===== src/rtl/seq_detector_param_if.sv =====
// Serial-bit detector bus: qualified bit stream and counter clear in, match pulse and count out.
interface seq_detector_param_if #(
  parameter int CNT_WIDTH = 8
);
  logic                 in;
  logic                 in_valid;
  logic                 cnt_clear;
  logic                 out;
  logic [CNT_WIDTH-1:0] match_count;
  logic                 count_sat;

  modport master (output in, in_valid, cnt_clear, input out, match_count, count_sat);
  modport slave  (input in, in_valid, cnt_clear, output out, match_count, count_sat);
endinterface


===== src/rtl/seq_detector_param.sv =====
// Parametrised serial pattern detector with registered match pulse and saturating match counter.
// Prefix-length transitions are built from PATTERN at elaboration (KMP failure function).
module seq_detector_param #(
  parameter int                     PATTERN_LEN = 3,
  parameter logic [PATTERN_LEN-1:0] PATTERN     = 3'b101,
  parameter bit                     OVERLAP     = 1'b1,
  parameter int                     CNT_WIDTH   = 8
) (
  input logic                  clk,
  input logic                  R,
  seq_detector_param_if.slave  bus
);
  localparam int KW = (PATTERN_LEN > 1) ? $clog2(PATTERN_LEN) : 1;
  localparam int KN = 1 << KW;
  localparam logic [CNT_WIDTH-1:0] CMAX = '1;

  // Longest j such that (prefix_k ++ b) ends with prefix_j; a full match maps to 0 (hit path owns it).
  function automatic int next_k(input int k, input logic b);
    int   res, m;
    logic ok, sm;
    res = 0;
    for (int j = 1; j <= PATTERN_LEN; j++) begin
      if (j <= k + 1) begin
        ok = 1'b1;
        for (int i = 0; i < PATTERN_LEN; i++) begin
          if (i < j) begin
            m  = k + 1 - j + i;
            sm = (m < k) ? PATTERN[PATTERN_LEN-1-m] : b;
            if (sm != PATTERN[PATTERN_LEN-1-i]) ok = 1'b0;
          end
        end
        if (ok) res = j;
      end
    end
    return (res >= PATTERN_LEN) ? 0 : res;
  endfunction

  function automatic int border_len();
    int   res;
    logic ok;
    res = 0;
    for (int j = 1; j < PATTERN_LEN; j++) begin
      ok = 1'b1;
      for (int i = 0; i < PATTERN_LEN; i++)
        if (i < j && PATTERN[j-1-i] != PATTERN[PATTERN_LEN-1-i]) ok = 1'b0;
      if (ok) res = j;
    end
    return res;
  endfunction

  localparam logic [KW-1:0] K_MATCH = OVERLAP ? KW'(border_len()) : '0;

  logic [KW-1:0] nxt0 [KN];
  logic [KW-1:0] nxt1 [KN];

  for (genvar g = 0; g < KN; g++) begin : g_tbl
    localparam int N0 = (g < PATTERN_LEN) ? next_k(g, 1'b0) : 0;
    localparam int N1 = (g < PATTERN_LEN) ? next_k(g, 1'b1) : 0;
    assign nxt0[g] = KW'(N0);
    assign nxt1[g] = KW'(N1);
  end

  logic [KW-1:0]        k_q;
  logic                 out_q, sat_q;
  logic [CNT_WIDTH-1:0] cnt_q, cnt_nxt;
  logic                 hit;

  assign hit     = bus.in_valid && (k_q == KW'(PATTERN_LEN-1)) && (bus.in == PATTERN[0]);
  assign cnt_nxt = (hit && cnt_q != CMAX) ? cnt_q + 1'b1 : cnt_q;

  always_ff @(posedge clk) begin
    if (!R) begin
      k_q   <= '0;
      out_q <= 1'b0;
      cnt_q <= '0;
      sat_q <= 1'b0;
    end else begin
      out_q <= hit;
      if (bus.in_valid)
        k_q <= hit ? K_MATCH : (bus.in ? nxt1[k_q] : nxt0[k_q]);
      // Clear wins over a coincident match; the pulse itself is unaffected.
      if (bus.cnt_clear) begin
        cnt_q <= '0;
        sat_q <= 1'b0;
      end else begin
        cnt_q <= cnt_nxt;
        if (cnt_nxt == CMAX) sat_q <= 1'b1;
      end
    end
  end

  assign bus.out         = out_q;
  assign bus.match_count = cnt_q;
  assign bus.count_sat   = sat_q;
endmodule


===== src/flat_wrapper.sv =====
// flat-port wrapper written by rule: the top's interface ports become plain ports
module seq_detector_param_flat 
#(
  parameter int                     PATTERN_LEN = 3,
  parameter logic [PATTERN_LEN-1:0] PATTERN     = 3'b101,
  parameter bit                     OVERLAP     = 1'b1,
  parameter int                     CNT_WIDTH   = 8
)
  (clk, R, bus_in, bus_in_valid, bus_cnt_clear, bus_out, bus_match_count, bus_count_sat);
  seq_detector_param_if #(.CNT_WIDTH(CNT_WIDTH)) bus_i ();
  input logic clk;
  input logic R;
  input wire logic [$bits(bus_i.in)-1:0] bus_in;
  input wire logic [$bits(bus_i.in_valid)-1:0] bus_in_valid;
  input wire logic [$bits(bus_i.cnt_clear)-1:0] bus_cnt_clear;
  output wire logic [$bits(bus_i.out)-1:0] bus_out;
  output wire logic [$bits(bus_i.match_count)-1:0] bus_match_count;
  output wire logic [$bits(bus_i.count_sat)-1:0] bus_count_sat;
  assign bus_i.in = bus_in;
  assign bus_i.in_valid = bus_in_valid;
  assign bus_i.cnt_clear = bus_cnt_clear;
  assign bus_out = bus_i.out;
  assign bus_match_count = bus_i.match_count;
  assign bus_count_sat = bus_i.count_sat;
  seq_detector_param #(.PATTERN_LEN(PATTERN_LEN), .PATTERN(PATTERN), .OVERLAP(OVERLAP), .CNT_WIDTH(CNT_WIDTH)) u_core (.clk(clk), .R(R), .bus(bus_i));
endmodule

===== config.mk =====
export PLATFORM = sky130hd
export DESIGN_NAME = seq_detector_param_flat
export DESIGN_NICKNAME = d
export VERILOG_FILES = /design/src/rtl/seq_detector_param_if.sv /design/src/rtl/seq_detector_param.sv /design/src/flat_wrapper.sv
export SDC_FILE = /design/constraint.sdc
export NUM_CORES = 1
export LEC_CHECK = 0
export CAP_MARGIN = 15
export CORE_AREA = 2 2 47 49
export CTS_CLUSTER_DIAMETER = 120
export CTS_CLUSTER_SIZE = 28
export DETAILED_ROUTE_END_ITERATION = 10
export DIE_AREA = 0 0 49 51
export PLACE_DENSITY = 0.67
export SLEW_MARGIN = 20
export SYNTH_ARGS = -nofsm -noshare
export SYNTH_HDL_FRONTEND = slang
export SYNTH_SLANG_ARGS = --single-unit

===== constraint.sdc =====
create_clock -name clk -period 4 [get_ports clk]
set_input_delay 1.2 -clock clk [delete_from_list [all_inputs] [get_ports clk]]
set_output_delay 1.2 -clock clk [all_outputs]
set_load 0.005 [all_outputs]

Yosys cells after proc, flatten, opt, wreduce, memory -nomap -nowiden
Cells that the tools add are included.
- bits in registers: 12
- bits of input ports: 5
- output and inout port bits: 10
- add/subtract/negate cells: 1
- magnitude comparators: 1
- equality and inequality tests: 3
- mux-type cells: 9
- bitwise operators: 2
- reductions and logical operators: 4
- operators with widths (cell ; count):
    2-bit two-way mux ; 6
    8-bit by 1-bit adder with 8-bit output (second input constant) ; 1
    2-bit binary-select mux with 2-bit select ; 2
    8-bit == test (second input constant) ; 1
    8-bit two-way mux ; 1
    8-bit != test (second input constant) ; 1
    3-bit >= comparator (second input constant) ; 1
    1-bit logical AND ; 3
    2-bit inverter with 3-bit output ; 1
    2-bit == test (second input constant) ; 1
    2-bit OR reduction ; 1
    1-bit inverter ; 1

Logic depth before layout (Yosys ltp)
- word-level depth: 6
- mapped depth: 5
- depth with buffers taken out: 5

Worst setup path after synthesis
Ideal clock, no wire load.
- kind: input port to flip-flop
- from: input bus_in
- to: register u_core.sat_q (netlist: u_core.bus.count_sat)
- arrival time: 2.189 ns
- required time: 3.904 ns
- path slack: 1.715 ns
- cell stages on the path: 4
- cells stage by stage: and4b_2 > o21ai_2 > mux2_2 > o41ai_2
- cells in the longest elaborated chain, start to end: 4
- ends and longest elaborated chain (item ; line ; source):
    from (decl) ; flat_wrapper.sv:13 ; input wire logic [$bits(bus_i.in)-1:0] bus_in;
    1-bit logical AND ; seq_detector_param.sv:68 ; assign hit = bus.in_valid && (k_q == KW'(PATTERN_LEN-1)) && (bus.in == PATTERN[0]);
    1-bit logical AND ; seq_detector_param.sv:69 ; assign cnt_nxt = (hit && cnt_q != CMAX) ? cnt_q + 1'b1 : cnt_q;
    8-bit two-way mux ; seq_detector_param.sv:69 ;
    8-bit == test ; seq_detector_param.sv:87 ; if (cnt_nxt == CMAX) sat_q <= 1'b1;
    to (signal assigned) ; seq_detector_param.sv:76 ; sat_q <= 1'b0;
    to (signal assigned) ; seq_detector_param.sv:84 ; sat_q <= 1'b0;
    to (signal assigned) ; seq_detector_param.sv:87 ;
    to (decl) ; seq_detector_param.sv:64 ; logic out_q, sat_q;
No other way between the ends.
A chain may end at the register's enable or synchronous reset.

Worst setup path after layout
- from: input bus_in_valid
- to: register u_core.sat_q (netlist: u_core.bus.count_sat)
- cells in the longest elaborated chain, start to end: 5
- ends and longest elaborated chain (item ; line ; source):
    from (decl) ; flat_wrapper.sv:14 ; input wire logic [$bits(bus_i.in_valid)-1:0] bus_in_valid;
    1-bit logical AND (2 in series) ; seq_detector_param.sv:68 ;
    1-bit logical AND ; seq_detector_param.sv:69 ;
    8-bit two-way mux ; seq_detector_param.sv:69 ;
    8-bit == test ; seq_detector_param.sv:87 ;
No other way between the ends.

==> flow_summary.json <==
{
  "drt_iter0_drc": 21,
  "synth_top_cell_by_area": "dfxtp_1",
  "reg2reg_from": "u_core.bus.match_count[0]",
  "synth_area_leaders": "dfxtp_1 (37%), nand3_1 (4.6%), nand2_1 (4.0%), nor2_1 (3.5%), mux2i_1 (3.1%)",
  "fp.dieArea_mm2": 0.00250,
  "yosysTopAreaCellShare_pct": 36.9,
  "cts_root_buf": "clkbuf_4",
  "tightest_slew_ns": 0.347,
  "worst-path-max-fanout": 6,
  "htree_num_levels": 1,
  "grt.overflow.total": 0,
  "finalCritPeriodShare_pct": 66.2,
  "clkTransAtPathRegs_ns": 0.07,
  "antenna_found_initial": 0,
  "viasPerCell": 5.31,
  "io_pins": 15,
  "path_class": "in2reg",
  "power.density_mw_per_mm2": 244,
  "clk_latency_ns": 0.28,
  "p_int_mw": 0.161,
  "clockBufferDepth": 2,
  "combPwrFrac_pct": 4.8,
  "synth_flop_cell": "dfxtp_1",
  "cts_tree": "yes",
  "drt-total-wl_mm": 1.47,
  "worst_setup_path_end_kind": "flip-flop",
  "grt.total_usage_pct": 13.0,
  "max_freq_mhz": 378,
  "n_antenna_cell": 0,
  "skew_ns": 0.00236,
  "peakVddDrop_mv": 0.132,
  "reg2regPathDepth": 5,
  "wl_per_cell_um": 12.1,
  "synth_nets": 83,
  "core_mm2": 0.00206,
  "grt_pass1_wl_mm": 2.48,
  "synthCells": 77,
  "clock-sinks": 12,
  "critPathArrivalTime_ns": 2.84,
  "slew_viol_final": 0,
  "routabilityCongestion": 0.864,
  "ys_types": 33,
  "worst_ep_required_time_ns": 4.19,
  "yosysWarningCount": 0,
  "num_vias": 642,
  "holdCritPathClass": "reg2reg",
  "path_cells": "clkdlybuf4s50_1 -> and4b_2 -> a21oi_1 -> or3_4 -> o41ai_2",
  "grt_max_degree": 11,
  "r2r-end": "u_core.bus.count_sat",
  "hold_violations": 0,
  "startpoint": "bus_in_valid",
  "hold_slack_ns": 0.487,
  "r2r_slack_ns": 2.10,
  "period_minus_slack_ns": 2.65,
  "io_buffers": 14,
  "syn_area_um2": 651,
  "rsz0062_at_grt": "no",
  "rows": 17,
  "clkPwrFrac_pct": 36.3,
  "async_reset_ff_share_pct": 0,
  "fp.dieW_um": 49,
  "numCtsBuffers": 3,
  "drc": 0,
  "pwr-share-seq_pct": 58.9,
  "p_switching_mw": 0.0448,
  "firstDrtPassIters": 4,
  "yosysSeqAreaShare_pct": 36.9,
  "drive_gt1_share_pct": 9.68,
  "grt_pass1_vias": 578,
  "final_net_count": 101,
  "postRouteAntennaNets": 0,
  "netSwitchingFraction_pct": 21.8,
  "die_h_um": 51,
  "start_util_pct": 31.5,
  "synth_edf_count": 0,
  "synth_seq_cells": 12,
  "slowest_stage": "clkdlybuf4s50_1",
  "cp-start-kind": "input port",
  "max_stage_delay_ns": 0.55,
  "outcome": "complete, no violations",
  "setup_viol": 0,
  "maxCapViolCount": 0,
  "dp_hpwl_mm": 1.11,
  "syn2layout_area_growth_pct": 29.6,
  "syn_avg_cell_area_um2": 8.45,
  "cts_setup_buffers": 0,
  "setup_tns_ns": 0,
  "timing.critical_path.to": "u_core.bus.count_sat",
  "power.leakage_nw": 0.295,
  "cts_resized": 0,
  "relSlewSlack_pct": 76.6,
  "hold_buffers": 0
}
[critical path: cells and delay by family]
kind | cells | cell delay, ns
buffers and inverters | 1 | 0.55
AO/OA/AOI/OAI | 2 | 0.42
AND/OR/NAND/NOR | 2 | 0.67
[cells in the final DEF, fill, tap and decap left out, drive strengths merged, types with 2 or more instances in the layout]
cell type | synthesis | layout
a211oi | 2 | 2
a21oi | 2 | 2
a31oi | 3 | 3
and4 | 2 | 2
clkbuf | 0 | 3
clkdlybuf4s50 | 0 | 14
dfxtp | 12 | 12
inv | 4 | 4
mux2i | 2 | 2
nand2 | 7 | 7
nand2b | 3 | 3
nand3 | 6 | 6
nand4 | 2 | 2
nor2 | 6 | 6
nor2b | 2 | 2
nor3 | 3 | 3
nor4 | 2 | 2
o21ai | 4 | 4
[stage by stage]
stage          instance area, um^2  power [mW]  utilization, %  instances  setup WS [ns]
3_5_place_dp                   821       0.134            39.8        118           1.05
2_1_floorplan                  651       0.127               -         77           1.72
6_report                       843       0.205            40.9        121           1.35
5_1_grt                        843       0.213            40.9        121           1.28
3_3_place_gp                   821       0.133            39.8        118           1.11
4_1_cts                        843       0.208            40.9        121           1.36
[power groups by stage]
stage               Combinational [mW]  Clock, mW  Sequential (mW)
global route                    0.0106     0.0818            0.121
finish                         0.00983     0.0747            0.121
global placement               0.00963          0            0.124
floorplan                      0.00344          0            0.124
CTS                            0.00998     0.0769            0.121
detailed placement             0.00998          0            0.124
[Yosys cell counts, drive strengths merged, types with 3 or more instances]
cell,instances
nand3,6
nor3,3
dfxtp,12
inv,4
a31oi,3
o21ai,4
nor2,6
nand2,7
nand2b,3
[metal layers]
layer | track usage, % | vias to the layer above | wire length [um]
met5 | 0 | - | 0
met4 | 7.14 | 0 | 29
met3 | 5.56 | 6 | 123
met2 | 21.0 | 33 | 675
met1 | 14.4 | 282 | 638
li1 | - | 321 | -
[layout make-up]
class | instances | area (um^2)
Sequential cell | 12 | 240
Timing Repair Buffer | 14 | 140
Inverter | 4 | 15.0
Clock buffer | 3 | 22.5
Multi-Input combinational cell | 60 | 390
Fill cell | 220 | 1220
Tap cell | 28 | 35.0
[cell families after synthesis]
| family | after synthesis | synth area share, % |
|---|---|---|
| XOR/XNOR | 1 | 1.35 |
| adder cells (fa/ha/maj) | 1 | 1.92 |
| flip-flops | 12 | 36.9 |
| AND/OR/NAND/NOR | 39 | 33.8 |
| multiplexers | 3 | 4.81 |
| AO/OA/AOI/OAI | 16 | 18.1 |
| buffers and inverters | 5 | 3.08 |
[how the worst min path moves through the flow]
stage	start	end	slack [ns]	cells after the start
floorplan	u_core.bus.count_sat	u_core.bus.count_sat	0.45	2
global placement	u_core.bus.count_sat	u_core.bus.count_sat	0.46	2
detailed placement	u_core.bus.count_sat	u_core.bus.count_sat	0.46	2
CTS	u_core.bus.count_sat	u_core.bus.count_sat	0.49	2
global route	u_core.bus.count_sat	u_core.bus.count_sat	0.53	2
finish	u_core.bus.count_sat	u_core.bus.count_sat	0.49	2
[sequential cells by signal (all words and copies together) (netlist names)]
| name | count |
|---|---|
| u_core.bus.count_sat | 1 |
| u_core.bus.out | 1 |
| u_core.bus.match_count | 8 |
| u_core.k_q | 2 |
(Power assumes the default switching activity.)
==> patch, RTL diff (config.mk and constraints unchanged) <==
Register the input `R` before use, without a reset. The logic sees it one clock later. The other inputs are not delayed to match.
--- a/src/rtl/seq_detector_param.sv
+++ b/src/rtl/seq_detector_param.sv
@@ -15,2 +15,8 @@
   localparam logic [CNT_WIDTH-1:0] CMAX = '1;
+
+  logic R_q;
+
+  always_ff @(posedge clk) begin
+    R_q <= R;
+  end
 
@@ -71,3 +77,3 @@
   always_ff @(posedge clk) begin
-    if (!R) begin
+    if (!R_q) begin
       k_q   <= '0;
Function: changed (Yosys sat finds a counterexample within 4 cycles, from zero or initial values).
==> patch against the unedited design <==
Worst setup slack got worse by 5.0 ps; largest power group unchanged; power increased by 9.0%; area after synthesis increased by 3.1%; critical endpoint unchanged; hold slack improved by 7.2 ps; sequential share of layout area increased by 1.5 points; wire length about the same; design area increased by 3.0%; critical path type unchanged; sequential cell count increased by 1.
==> patch: results (changes against the unedited design) <==
{
  "status": {
    "run_status": "finished, final reports clean"
  },
  "power_and_ir_drop": {
    "power.leakage": {"value": 0.0003073, "unit": "uW", "change": "+4.2%"},
    "clock_power_share": {"value": 37.0, "unit": "%", "change": "+0.7 points"},
    "p_sw_share": {"value": 22.65, "unit": "%", "change": "+0.84 points"},
    "seq_power": {"value": 132, "unit": "uW", "change": "+9%"}
  },
  "placed_design": {
    "detailedPlacementHpwl": {"value": 1091, "unit": "um", "change": "-1.4%"},
    "detailedPlace.worstSlack": {"value": 1041, "unit": "ps", "change": "-12.35 ps"},
    "number_of_instances_in_the_placed_design": {"value": 119, "change": "+0.85%"},
    "placed_cell_area": {"value": 840.8, "unit": "sq um", "change": "+2.4%"},
    "gp_congestion": {"value": 0.8715, "change": "+0.87%"}
  },
  "finish": {
    "layout-drive-gt1-share": {"value": 10.53, "unit": "%", "change": "+0.85 points"},
    "multi_input_area_share": {"value": 44.96, "unit": "%", "change": "-1.3 points"},
    "seqAreaFraction": {"value": 29.97, "unit": "%", "change": "+1.5 points"},
    "final-nonclk-buf-share": {"value": 16.14, "unit": "%", "change": "-0.48 points"}
  },
  "timing": {
    "timing.slew.headroom": {"value": 75.40, "unit": "%", "change": "-1.2 points"},
    "fin_hold_ws": {"value": 494.4, "unit": "ps", "change": "+7.221 ps"}
  },
  "yosys": {
    "synthXorXnorAreaFrac": {"value": 1.306, "unit": "%", "change": "-0.040 points"},
    "muxShareOfSynthArea": {"value": 4.664, "unit": "%", "change": "-0.14 points"},
    "synth.ff_latch_count": {"value": 13, "change": "+1"},
    "synth_compound_gate_area_share": {"value": 17.54, "unit": "%", "change": "-0.54 points"},
    "synthAdderAreaFrac": {"value": 1.866, "unit": "%", "change": "-0.057 points"}
  },
  "global_routing": {
    "global_route_wire_length_before_repair": {"value": 2504, "unit": "um", "change": "+1.1%"},
    "grtUsageTotal": {"value": 12.99, "unit": "%", "change": "about the same"},
    "global_route.usage.met3": {"value": 2.632, "unit": "%", "change": "-2.9 points"}
  },
  "routing": {
    "wl_met2": {"value": 663, "unit": "um", "change": "-1.8%"}
  }
}
-- patch: cell types whose count changed in the layout (fill, tap and decap cells not counted) --
cell	delta
sky130_fd_sc_hd__clkinv_2	+1
sky130_fd_sc_hd__dfxtp_1	+1
-- patch: how the worst max path moves through the flow --
| stage | start | to | slack (ps) | depth (start not counted) |
|---|---|---|---|---|
| after floorplan | bus_in | u_core.bus.count_sat | 1720 | 4 |
| after global placement | bus_in_valid | u_core.bus.count_sat | 1100 | 5 |
| after detailed placement | bus_in_valid | u_core.bus.count_sat | 1040 | 5 |
| after CTS | bus_in_valid | u_core.bus.count_sat | 1350 | 5 |
| after global routing | bus_in_valid | u_core.bus.count_sat | 1300 | 5 |
| final | bus_in_valid | u_core.bus.count_sat | 1350 | 5 |
-- patch: cells by family after synthesis --
kind of cell | Yosys count
AO/OA/AOI/OAI | 16
XOR/XNOR | 1
adder cells (fa/ha/maj) | 1
buffers and inverters | 5
flip-flops | 13
multiplexers | 3
AND/OR/NAND/NOR | 39
